`src/rtl/tmds_pkg.sv`:
```
// Shared TMDS definitions: control tokens and decoder alignment state.
// No logic; constants only.
// No flow control.
package tmds_pkg;

    localparam logic [9:0] TMDS_CTRL_00 = 10'h354;
    localparam logic [9:0] TMDS_CTRL_01 = 10'h0AB;
    localparam logic [9:0] TMDS_CTRL_10 = 10'h154;
    localparam logic [9:0] TMDS_CTRL_11 = 10'h2AB;

    typedef enum logic {
        SEARCH = 1'b0,
        LOCKED = 1'b1
    } tmds_state_t;

endpackage

```
`src/rtl/tmds_symbol_decode.sv`:
```
// Maps one aligned 10-bit TMDS symbol to pixel data or a control pair.
// Latency: combinational.
// Backpressure: none.
module tmds_symbol_decode
    import tmds_pkg::*;
(
    input  logic [9:0] w,
    output logic [7:0] dout,
    output logic       c1,
    output logic       c0,
    output logic       is_token
);

    logic [7:0] d;

    always_comb begin
        d        = w[9] ? ~w[7:0] : w[7:0];
        dout     = '0;
        c1       = 1'b0;
        c0       = 1'b0;
        is_token = 1'b1;
        unique case (w)
            TMDS_CTRL_00: {c1, c0} = 2'b00;
            TMDS_CTRL_01: {c1, c0} = 2'b01;
            TMDS_CTRL_10: {c1, c0} = 2'b10;
            TMDS_CTRL_11: {c1, c0} = 2'b11;
            default: begin
                is_token = 1'b0;
                // w[8] selects XOR vs XNOR chaining used by the encoder
                dout[0] = d[0];
                for (int i = 1; i < 8; i++) begin
                    dout[i] = w[8] ? (d[i] ^ d[i-1]) : ~(d[i] ^ d[i-1]);
                end
            end
        endcase
    end

endmodule

```
`src/rtl/tmds_decoder.sv`:
```
// TMDS channel receiver: finds the symbol boundary via control-token runs, then decodes.
// Latency: 1 clk from accepted raw_in to out_valid; symbol window spans previous+current word.
// Backpressure: none; raw_valid=0 cycles freeze all state and drop out_valid.
module tmds_decoder
    import tmds_pkg::*;
#(
    parameter int TOKEN_RUN      = 8,
    parameter int SEARCH_TIMEOUT = 2048,
    parameter int LOCK_TIMEOUT   = 4096
) (
    input  logic       clk,
    input  logic       rst,
    input  logic [9:0] raw_in,
    input  logic       raw_valid,
    output logic [7:0] dout,
    output logic       c0,
    output logic       c1,
    output logic       blanking,
    output logic       out_valid,
    output logic       locked,
    output logic [3:0] bit_offset
);

    localparam int RUN_W    = $clog2(TOKEN_RUN + 1);
    localparam int IDLE_MAX = (SEARCH_TIMEOUT > LOCK_TIMEOUT) ? SEARCH_TIMEOUT : LOCK_TIMEOUT;
    localparam int IDLE_W   = $clog2(IDLE_MAX + 1);

    tmds_state_t       state;
    logic [3:0]        offset;
    logic [RUN_W-1:0]  run_cnt;
    logic [IDLE_W-1:0] idle_cnt;
    logic [9:0]        prev;

    logic [19:0]       shifted;
    logic [9:0]        w;
    logic [7:0]        sym_dout;
    logic              sym_c1;
    logic              sym_c0;
    logic              is_token;
    logic [RUN_W-1:0]  run_inc;
    logic [IDLE_W-1:0] idle_inc;

    assign shifted  = {raw_in, prev} >> offset;
    assign w        = shifted[9:0];
    assign run_inc  = (run_cnt == '1) ? run_cnt : run_cnt + 1'b1;
    assign idle_inc = (idle_cnt == '1) ? idle_cnt : idle_cnt + 1'b1;

    tmds_symbol_decode u_sym (
        .w        (w),
        .dout     (sym_dout),
        .c1       (sym_c1),
        .c0       (sym_c0),
        .is_token (is_token)
    );

    always_ff @(posedge clk) begin
        if (!rst) begin
            state     <= SEARCH;
            offset    <= '0;
            run_cnt   <= '0;
            idle_cnt  <= '0;
            prev      <= '0;
            dout      <= '0;
            c0        <= 1'b0;
            c1        <= 1'b0;
            blanking  <= 1'b0;
            out_valid <= 1'b0;
        end else if (raw_valid) begin
            prev      <= raw_in;
            out_valid <= (state == LOCKED);
            if (state == LOCKED) begin
                dout     <= sym_dout;
                c1       <= sym_c1;
                c0       <= sym_c0;
                blanking <= is_token;
            end
            case (state)
                SEARCH: begin
                    if (is_token) begin
                        idle_cnt <= '0;
                        if (run_inc == RUN_W'(TOKEN_RUN)) begin
                            state   <= LOCKED;
                            run_cnt <= '0;
                        end else begin
                            run_cnt <= run_inc;
                        end
                    end else begin
                        run_cnt <= '0;
                        if (idle_inc == IDLE_W'(SEARCH_TIMEOUT)) begin
                            offset   <= (offset == 4'd9) ? 4'd0 : offset + 4'd1;
                            idle_cnt <= '0;
                        end else begin
                            idle_cnt <= idle_inc;
                        end
                    end
                end
                LOCKED: begin
                    // A token always wins over a coincident timeout
                    if (is_token) begin
                        idle_cnt <= '0;
                    end else if (idle_inc == IDLE_W'(LOCK_TIMEOUT)) begin
                        state    <= SEARCH;
                        run_cnt  <= '0;
                        idle_cnt <= '0;
                    end else begin
                        idle_cnt <= idle_inc;
                    end
                end
            endcase
        end else begin
            out_valid <= 1'b0;
        end
    end

    assign locked     = (state == LOCKED);
    assign bit_offset = offset;

endmodule
```
`config.mk`:
```
export PLATFORM = sky130hd
export DESIGN_NAME = tmds_decoder
export DESIGN_NICKNAME = d
export VERILOG_FILES = /design/src/rtl/tmds_pkg.sv /design/src/rtl/tmds_symbol_decode.sv /design/src/rtl/tmds_decoder.sv
export SDC_FILE = /design/constraint.sdc
export NUM_CORES = 1
export LEC_CHECK = 0
export ABC_AREA = 1
export CORE_MARGIN = 4
export CORE_UTILIZATION = 50
export CTS_CLUSTER_SIZE = 20
export DETAILED_ROUTE_END_ITERATION = 12
export PLACE_DENSITY = 0.7
export REMOVE_ABC_BUFFERS = 1
export SLEW_MARGIN = 20
export SYNTH_ARGS = -nofsm -noshare
export SYNTH_HDL_FRONTEND = slang
export SYNTH_SLANG_ARGS = --single-unit
```
`constraint.sdc`:
```
create_clock -name clk -period 2.62 [get_ports clk]
set_clock_uncertainty 0.1 [all_clocks]
set_input_delay 0.524 -clock clk [delete_from_list [all_inputs] [get_ports clk]]
set_output_delay 0.524 -clock clk [all_outputs]
set_load 0.01 [all_outputs]
```
==> results by stage <==
Placement:
- At the placement stage, the worst setup path has a slack of -0.502 ns.
- The routability-driven placement congestion ratio is 1.01.
- Buffers placed on the I/O ports in this run total 29.
- The detailed placer's ending HPWL is 7390 um.
- The cell area reported after detailed placement is 4290 um2.

Critical path:
- The worst path arrival time is 2.67 ns.
- The largest driver fanout on the critical path is 6.
- For the worst setup path, the data required time is 2.68 ns.
- The kind of end point of the critical path is a flip-flop.
- STA classifies the critical path startpoint as a flip-flop.
- The critical path is of the flip-flop to flip-flop type.

Final layout:
- The antenna diode instance count is 0.
- The finished cells cover 4760 um2.
- The fraction of the core area covered by cells at the end of the flow is 66.0%.
- Fill cells in the final layout number 667.
- The post-synthesis to final-layout area growth is 28.4%.
- The area used by multi-input combinational logic is 2690 um2.
- The layout cell share with drive strength beyond 1 is 28.4%.
- Registers take 885 um2.
- The net count of the finished layout is 653.

Pwr:
- The leakage dissipation is 2.07 nW.
- The worst vdd rail ir drop is 0.294 mV.
- The power density over the cells is 338 nW/um2.
- The total chip power is 1.61 mW.

STA:
- The post-route clock period utilization is 99.5%.
- The final number of hold-violating endpoints is 0.
- The worst path needs 2.61 ns of the cycle, external delays included.
- In this run the tightest slew margin relative to its limit is 35.7%.
- The final total negative setup slack is 0 ns.
- Setup repair after global routing could not meet its margin everywhere.
- The actual transition at the worst max-transition pin is 0.963 ns.
- Setup violations remaining at the end of the flow were counted as 0.
- The final number of max-transition violations was 0.
- Setup slack on the critical path of the routed design comes to 0.0135 ns.
- The fmax is 384 MHz.

Synthesis:
- By area the synthesized netlist is led by sky130_fd_sc_hd__dfxtp_1, sky130_fd_sc_hd__nand2_1, sky130_fd_sc_hd__nand3_1.
- The netlist area before placement is 3710 um2.
- The flip-flop cell with the highest count after synthesis is sky130_fd_sc_hd__dfxtp_1.
- Counting flops with an async set or reset pin after synthesis yields a share of 0%.
- The share of synthesized area occupied by flip-flops and latches is 23.8%.
- Yosys printed 0 warnings.
- Counting flops with a built-in enable in the synthesized netlist gives 0.
- The top cell type by area accounts for 23.8% of the synthesized area.
- Counting flops and latches in the post-synthesis netlist gives 44.
- The distinct cell type count of the synthesized netlist is 45.
- After synthesis, the mean cell area works out to 6.58 um2.
- The synthesized instance count is 564.
- The cell type contributing the most total cell area after synthesis is sky130_fd_sc_hd__dfxtp_1.

Detailed routing:
- The post-route DRC violation count is 0.
- The detail route stage leaves a number of antenna-violating nets equal to 0.
- In the final routing, the length of wire on met1 measures 4360 um.
- The final wirelength is 10200 um.
- The number of detailed-route iterations in the first pass is 4.
- The vias after detailed routing is 3886.
- The first-iteration detailed-routing DRC count is 118.
- The met3 wire length is 447 um.
- The total met2 wirelength after detailed routing is 5150 um.
- The routed via count divided by cell count is 5.32.
- In this run the top signal layer used is met4.
- The detailed-route wire length per cell is 13.9 um.

Status:
- The flow ran to the end, and the final reports show no timing, DRC or antenna violations.

Worst hold path:
- The class of the tightest hold or removal check is flip-flop to flip-flop.

Die:
- Once the floorplan was initialized, standard cells occupied 51.4% of the core.
- The die area is 8860 um2.
- The die is 94.1 um tall.
- In this run the core area contains 31 standard-cell rows.
- The boundary pin count is 30.
- The region available for standard cell placement spans 7210 um2.
- The die is 94.1 um wide.

Clock tree:
- The clock slew at the register clock pins of the worst setup and hold paths is 0.08 ns.
- TritonCTS built the clock tree.
- The maximum buffer depth of the clock tree is 2.
- The clock root buffer master is sky130_fd_sc_hd__clkbuf_8.
- In this run, post-CTS hold repair placed 0 buffers.
- The clock latency on the worst-skew pair is 0.30 ns.
- In this run the number of H-tree levels came out at 2.
- The number of buffers inserted during clock tree synthesis is 5.
- Clock tree synthesis found a total of 44 sinks.

Flow run:
- Max-cap violations in this run came to 0.

Global route:
- The via count of the first global-routing pass is 3630.
- The total overflow left after global routing is 0.
- The largest net degree at the start of global routing is 26.
- For this run, the total global-route usage over all layers was measured as 23.2%.
- The initial antenna violation count came to 0.
- The wire length of the first global-routing pass is 16600 um.
## path summary, 6_finish.rpt
path | start | to | slack, ns | depth (start not counted)
worst max-delay path | bit_offset[0] | dout[7] | 0.01 | 16
worst min-delay path | dout[4] | dout[4] | 0.37 | 2
worst max register to register | bit_offset[0] | dout[7] | 0.01 | 16
worst min register to register | dout[4] | dout[4] | 0.37 | 2
## per-stage QoR
stage / std cells / hold slack (ns)
5_1_grt: 730 / 0.400
3_3_place_gp: 709 / 0.352
4_1_cts: 722 / 0.370
6_report: 730 / 0.365
3_5_place_dp: 709 / 0.356
2_1_floorplan: 541 / 0.353
## Yosys cell counts, types with 6 or more instances
master	number
sky130_fd_sc_hd__o211ai_1	6
sky130_fd_sc_hd__nor2_4	9
sky130_fd_sc_hd__o21ai_0	17
sky130_fd_sc_hd__nand2_4	7
sky130_fd_sc_hd__inv_1	34
sky130_fd_sc_hd__nand2_2	13
sky130_fd_sc_hd__nor2_1	56
sky130_fd_sc_hd__ha_1	10
sky130_fd_sc_hd__xnor2_1	7
sky130_fd_sc_hd__clkbuf_1	9
sky130_fd_sc_hd__inv_2	8
sky130_fd_sc_hd__nand4_1	11
sky130_fd_sc_hd__nand3_2	9
sky130_fd_sc_hd__nand2_1	153
sky130_fd_sc_hd__dfxtp_1	44
sky130_fd_sc_hd__buf_6	6
sky130_fd_sc_hd__nand3_1	70
sky130_fd_sc_hd__a21oi_1	38
## where the power goes
| part | internal (mW) | switching (mW) | leakage (nW) |
|---|---|---|---|
| sequential | 0.691 | 0.0187 | 0.359 |
| clock | 0.312 | 0.251 | 0.0614 |
| combinational | 0.151 | 0.188 | 1.65 |
| total | 1.15 | 0.457 | 2.07 |
## final cells by class
class	instances	area share, %
timing repair buffer	81	15.7
sequential	44	18.6
multi-input combinational	450	56.4
timing repair inverter	1	0.131
inverter	47	4.02
clock inverter	2	0.814
tap	99	2.60
clock buffer	6	1.73
## worst max-delay path, cell delays in order (launching register included)
cell,delay (ns)
sky130_fd_sc_hd__dfxtp_4,0.41
sky130_fd_sc_hd__buf_12,0.15
sky130_fd_sc_hd__or2_4,0.23
sky130_fd_sc_hd__o21ai_4,0.07
sky130_fd_sc_hd__nand2_2,0.09
sky130_fd_sc_hd__nand3_2,0.08
sky130_fd_sc_hd__nand2_2,0.07
sky130_fd_sc_hd__a21oi_2,0.20
sky130_fd_sc_hd__ha_2,0.20
sky130_fd_sc_hd__nand4_1,0.12
sky130_fd_sc_hd__nand3b_4,0.21
sky130_fd_sc_hd__nand2_8,0.14
sky130_fd_sc_hd__nor2_8,0.06
sky130_fd_sc_hd__inv_4,0.10
sky130_fd_sc_hd__nor2_2,0.04
sky130_fd_sc_hd__a21oi_1,0.13
sky130_fd_sc_hd__nor2_1,0.05
## kinds of logic after synthesis
group,after synthesis,share of synthesized area (%)
compound gates,76,12.2
fa+ha+maj,10,3.37
flops,44,23.8
simple gates,356,49.9
buf+inv,70,8.91
xor+xnor,8,1.89
## what timing repair did
item | CTS | global route
buffers inserted | 5 | 5
setup endpoints to repair | 29 | 32
pin swaps | 6 | 26
gates cloned | 0 | 3
endpoints found under the hold margin | 0 | 0
resized for setup | 20 | 56
## flip-flops by register name, indices dropped and copies added, names as in the netlist
name / flops
bit_offset: 4
blanking: 1
c0: 1
c1: 1
dout: 8
idle_cnt: 13
locked: 1
out_valid: 1
prev: 10
run_cnt: 4
## metal layers
| metal | GRT usage (%) | vias to the layer above |
|---|---|---|
| met5 | 0 | - |
| met4 | 8.42 | 0 |
| met3 | 3.45 | 18 |
| met2 | 40.5 | 92 |
| met1 | 28.6 | 1795 |
| li1 | - | 1981 |
## layout by cell type (no fill, tap or decap), types with 3 or more instances in the layout
cell type	Yosys	layout
sky130_fd_sc_hd__a21oi_1	38	36
sky130_fd_sc_hd__a21oi_2	2	4
sky130_fd_sc_hd__buf_4	3	46
sky130_fd_sc_hd__clkbuf_8	0	6
sky130_fd_sc_hd__clkdlybuf4s50_1	0	19
sky130_fd_sc_hd__clkinv_1	3	3
sky130_fd_sc_hd__dfxtp_1	44	43
sky130_fd_sc_hd__dlygate4sd2_1	0	5
sky130_fd_sc_hd__dlymetal6s2s_1	0	5
sky130_fd_sc_hd__ha_1	10	6
sky130_fd_sc_hd__ha_2	0	3
sky130_fd_sc_hd__inv_1	34	31
sky130_fd_sc_hd__inv_2	8	9
sky130_fd_sc_hd__inv_4	2	4
sky130_fd_sc_hd__nand2_1	153	138
sky130_fd_sc_hd__nand2_2	13	27
sky130_fd_sc_hd__nand2_4	7	8
sky130_fd_sc_hd__nand2_8	3	3
sky130_fd_sc_hd__nand3_1	70	61
sky130_fd_sc_hd__nand3_2	9	18
sky130_fd_sc_hd__nand3b_1	3	3
sky130_fd_sc_hd__nand4_1	11	11
sky130_fd_sc_hd__nor2_1	56	52
sky130_fd_sc_hd__nor2_2	5	8
sky130_fd_sc_hd__nor2_4	9	10
sky130_fd_sc_hd__nor3_1	4	4
sky130_fd_sc_hd__o211ai_1	6	6
sky130_fd_sc_hd__o21ai_0	17	13
sky130_fd_sc_hd__o21ai_1	2	3
sky130_fd_sc_hd__o21ai_2	3	4
sky130_fd_sc_hd__xnor2_1	7	7
(Power assumes the default switching activity.)
